File: config.mk
export PLATFORM = sky130hd
export DESIGN_NAME = array_sel_hold
export DESIGN_NICKNAME = d
export VERILOG_FILES = /design/src/rtl/array_sel_hold.sv
export SDC_FILE = /design/constraint.sdc
export NUM_CORES = 1
export LEC_CHECK = 0
export CELL_PAD_IN_SITES_DETAIL_PLACEMENT = 1
export CELL_PAD_IN_SITES_GLOBAL_PLACEMENT = 2
export CORE_ASPECT_RATIO = 0.6
export CORE_MARGIN = 4
export CORE_UTILIZATION = 23
export DETAILED_ROUTE_END_ITERATION = 10
export PLACE_DENSITY = 0.7
export SLEW_MARGIN = 20
export SYNTH_ARGS = -nofsm -noshare
export SYNTH_HDL_FRONTEND = slang
export SYNTH_SLANG_ARGS = --single-unit
export TNS_END_PERCENT = 50
File: constraint.sdc
create_clock -name clk -period 1.3 [get_ports clk]
set_input_delay 0.195 -clock clk [delete_from_list [all_inputs] [get_ports clk]]
set_output_delay 0.195 -clock clk [all_outputs]
set_load 0.1 [all_outputs]
File: src/rtl/array_sel_hold.sv
// Selects one element of an unpacked array (host index or auto-scan pointer),
// captures it when nonzero and holds it, with a sticky range error and a saturating hold counter.
module array_sel_hold #(
    parameter int WIDTH = 1,
    parameter int DEPTH = 4,
    parameter int SELW  = 2,
    parameter int CNTW  = 4
) (
    input  logic             clk,
    input  logic             rst,
    input  logic [WIDTH-1:0] in_vec [DEPTH-1:0],
    input  logic [SELW-1:0]  sel,
    input  logic             sel_valid,
    input  logic             scan_en,
    input  logic             err_clr,
    output logic [WIDTH-1:0] out_data,
    output logic [SELW-1:0]  out_idx,
    output logic             out_valid,
    output logic             err_range,
    output logic [CNTW-1:0]  hold_cnt
);

    // One extra bit so DEPTH=2**SELW still compares correctly.
    localparam logic [SELW:0]   DEPTH_X  = (SELW+1)'(DEPTH);
    localparam logic [SELW-1:0] PTR_LAST = SELW'(DEPTH - 1);

    logic [SELW-1:0]  ptr_q, ptr_d;
    logic [WIDTH-1:0] data_q, data_d;
    logic [SELW-1:0]  idx_q, idx_d;
    logic             valid_q, valid_d;
    logic             err_q, err_d;
    logic [CNTW-1:0]  hold_q, hold_d;

    logic [SELW-1:0]  idx;
    logic             req;
    logic             in_range;
    logic [WIDTH-1:0] elem;

    assign idx      = scan_en ? ptr_q : sel;
    assign req      = scan_en | sel_valid;
    assign in_range = {1'b0, idx} < DEPTH_X;

    // Decoded mux: an out-of-range index matches no entry, so nothing is read past the array.
    always_comb begin
        elem = '0;
        for (int i = 0; i < DEPTH; i++) begin
            if (idx == SELW'(i)) elem = in_vec[i];
        end
    end

    always_comb begin
        ptr_d   = ptr_q;
        data_d  = data_q;
        idx_d   = idx_q;
        valid_d = 1'b0;
        err_d   = err_q;
        hold_d  = hold_q;

        if (scan_en) ptr_d = (ptr_q == PTR_LAST) ? '0 : ptr_q + SELW'(1);

        if (err_clr) err_d = 1'b0;

        if (req) begin
            if (in_range && elem != '0) begin
                data_d  = elem;
                idx_d   = idx;
                valid_d = 1'b1;
                hold_d  = '0;
            end else begin
                if (!in_range) err_d = 1'b1;
                if (hold_q != '1) hold_d = hold_q + CNTW'(1);
            end
        end
    end

    always_ff @(posedge clk or posedge rst) begin
        if (rst) begin
            ptr_q   <= '0;
            data_q  <= '0;
            idx_q   <= '0;
            valid_q <= 1'b0;
            err_q   <= 1'b0;
            hold_q  <= '0;
        end else begin
            ptr_q   <= ptr_d;
            data_q  <= data_d;
            idx_q   <= idx_d;
            valid_q <= valid_d;
            err_q   <= err_d;
            hold_q  <= hold_d;
        end
    end

    assign out_data  = data_q;
    assign out_idx   = idx_q;
    assign out_valid = valid_q;
    assign err_range = err_q;
    assign hold_cnt  = hold_q;

endmodule

==> results.toml <==
[power]
leakagePower_nw = 0.420
power.density_cell_area_nw_per_um2 = 2430
power.total_mw = 2.43
worst_supply_voltage_drop_on_vdd_uv = 1000

[critical_path]
rr_startpoint = "ptr_q[1]"
worst_setup_path_startpoint = "ptr_q[1]"
worst_setup_path_end_kind = "register"
worst_path_max_stage_delay_ps = 400
critical_path.top_delay_family = "multiplexers"
crit_path_cell_trace = "mux2i_4 -> mux2i_2 -> a21oi_2 -> or3_1"
path_max_fanout = 3
worstSetupStartpointType = "register"
cp.buffers_inverters = 0
timing.critical_path.slowest_stage_cell = "dfrtp_1"
arrival_ps = 1600
critical_path_class = "register to register"
critical_path_required_time_ps = 1410

[synthesis]
post_synth_and_or_nand_nor_area_fraction_pct = 16.7
cell_type_contributing_the_most_total_cell_area_after_synthesis = "dfrtp_1"
yosys.area_share.adder_pct = 4.50
synth_cell_type_count = 29
netlist_instances = 53
synth_top_area_share_pct = 45.0
ys_ff_latch = 10
post_synth_xor_xnor_area_pct = 1.58
syn_area_per_cell_um2 = 10.5
post_synth_mux_area_share_pct = 11.5
post_synthesis_compound_gate_area_fraction_pct = 14.6
synth_fp_nets = 66
syn-cell-area_um2 = 556
synth.yosys.warnings = 0
yosys-top-cells-area = "dfrtp_1, mux2i_1, a21oi_2, ha_1, mux2i_4"
synth.yosys.seq_area_share_pct = 45.0
synth_top_family_by_area = "simple AND/OR/NAND/NOR gates"

[finish]
finalNonFillerCells = 112
most_frequent_standard_cell_in_the_layout_excluding_fill_and_tap_cells = "buf_4"
postLayoutCellArea_um2 = 1000
insertedDiodeCount = 0
layout-area-overhead-vs-synth_pct = 80.2
final_cell_mix = "buf_4, buf_12, clkdlybuf4s50_1"
final_layout_size_suffix_gt1_share_pct = 52.4
design.final.nets = 96

[global_routing]
grt_pass1_vias = 506
global_route_wire_length_before_repair_um = 2570
use_met3_pct = 4.79
busiest_metal_layer_after_global_routing = "met2"
grt_start_max_net_pins = 11
global_route.usage.met1_pct = 14.5
grt_usage_pct = 10.7
grt-ovfl-total = 0
gr-usage-met2_pct = 15.9
grt_antenna_before_repair = 0

[floorplanning]
start_util_pct = 24.9
rows = 13
design.core.area_um2 = 2230
design.die.area_um2 = 3290
die_width_um = 71.4
die_y_um = 46.1
ios = 20

[clock_network]
cts.reportedPaths.clkPinSlew_ps = 50
h-tree-depth = 1
numClockSinks = 10
buffer_cell_driving_the_clock_tree_root = "clkbuf_8"
cts-buffers-inserted = 3
clk_path_buf_depth = 2
worst_skew_late_latency_ps = 230
holdBufCountCts = 0
tritoncts = "built"

[route]
route.final.wire_length_um = 1510
vias = 471
post_route_antenna_net_violation_count = 0
routed_via_density = 4.21
detail_route.wl_per_cell_um = 13.5
initialDrtViolationCount = 15
drt-pass1-iter-count = 3
detail_route.drc_violations = 0

[timing]
final.setup.tns_ps = -1030
period_share_pct = 115
worst_clock_skew_ps = 1.67
grt_setup_unrepaired = "true"
final_period_minus_worst_setup_slack_ps = 1490
setup-violations-final = 9
max_freq_mhz = 671
finalMaxSlewViolations = 0
hold_viol_final = 0
fin_ws_ps = -191

[place]
detailed_place_hpwl_um = 1250
place.port_buffers = 17
globalplace.congestion = 0.734
place.detailed.instances = 106
post-place-ws_ps = -676
dpl_cell_area_um2 = 917

[status]
violated_checks = "setup timing"
run_status = "complete, but fails checks"

[worst_hold_path]
worst_hold_path_type = "primary input to asynchronous set/reset pin"

[job]
drv_cap = 0
cell type report:
| type | instances | area (um^2) |
|---|---|---|
| well taps | 30 | 37.5 |
| clock buffers | 4 | 45.0 |
| inverters | 3 | 11.3 |
| repair buffers | 27 | 323 |
| flip-flops and latches | 10 | 260 |
| multi-input cells | 38 | 324 |
| fillers | 240 | 1230 |
cell families after synthesis:
| kind of cell | Yosys count |
|---|---|
| and+or+nand+nor | 18 |
| AOI/OAI and AO/OA | 11 |
| DFF | 10 |
| muxes | 5 |
| buffers and inverters | 5 |
| adders and majority gates | 2 |
| other | 1 |
| xor gates and xnor gates | 1 |
synth_stat cells (all sizes together):
master,number
a21oi,5
nor3,2
xnor2,1
a22oi,1
ha,2
o21ai,1
nand3,2
nand2,4
nor2,5
a31o,1
a21o,1
o32ai,1
o21bai,1
and2b,1
inv,3
or3,1
mux2,1
conb,1
mux2i,4
nand2b,1
buf,2
or2,1
dfrtp,10
or2b,1
where the power goes:
group | leakage (nW) | internal (mW) | switching [mW]
Sequential | 0.116 | 0.440 | 0.130
Clock | 0.0228 | 0.215 | 0.120
Combinational | 0.281 | 0.632 | 0.891
per-stage QoR:
| step | hold slack, ps | util [%] |
|---|---|---|
| finish | 253 | 44.9 |
| global route | 293 | 44.9 |
| CTS | 263 | 43.9 |
| detailed placement | 520 | 41.2 |
| global placement | 512 | 41.2 |
| floorplan | 35.1 | - |
what timing repair did:
action                                  in CTS  in global routing
setup buffers                                1                  1
pin swaps                                    2                  3
resized for setup                            5                  3
endpoints found under the setup margin       8                  8
registers in the layout, summed over array words and instances (netlist names):
name and cells:
out_idx 2, hold_cnt 4, out_data 1, out_valid 1
ptr_q 2
per-layer routing:
layer	vias to the layer above	wire length (um)
met2	14	649
li1	236	-
met4	0	0
met1	221	768
met5	-	0
met3	0	95
worst paths after layout:
path / cells after the start / slack [ps] / to
max: 4 / -190 / out_data
min: 2 / 250 / hold_cnt[0]
max reg2reg: 4 / -190 / out_data
min reg2reg: 1 / 540 / out_idx[0]
max in group asynchronous: 2 / 720 / hold_cnt[1]
min in group clk: 1 / 540 / out_idx[0]
(Power assumes the default switching activity.)
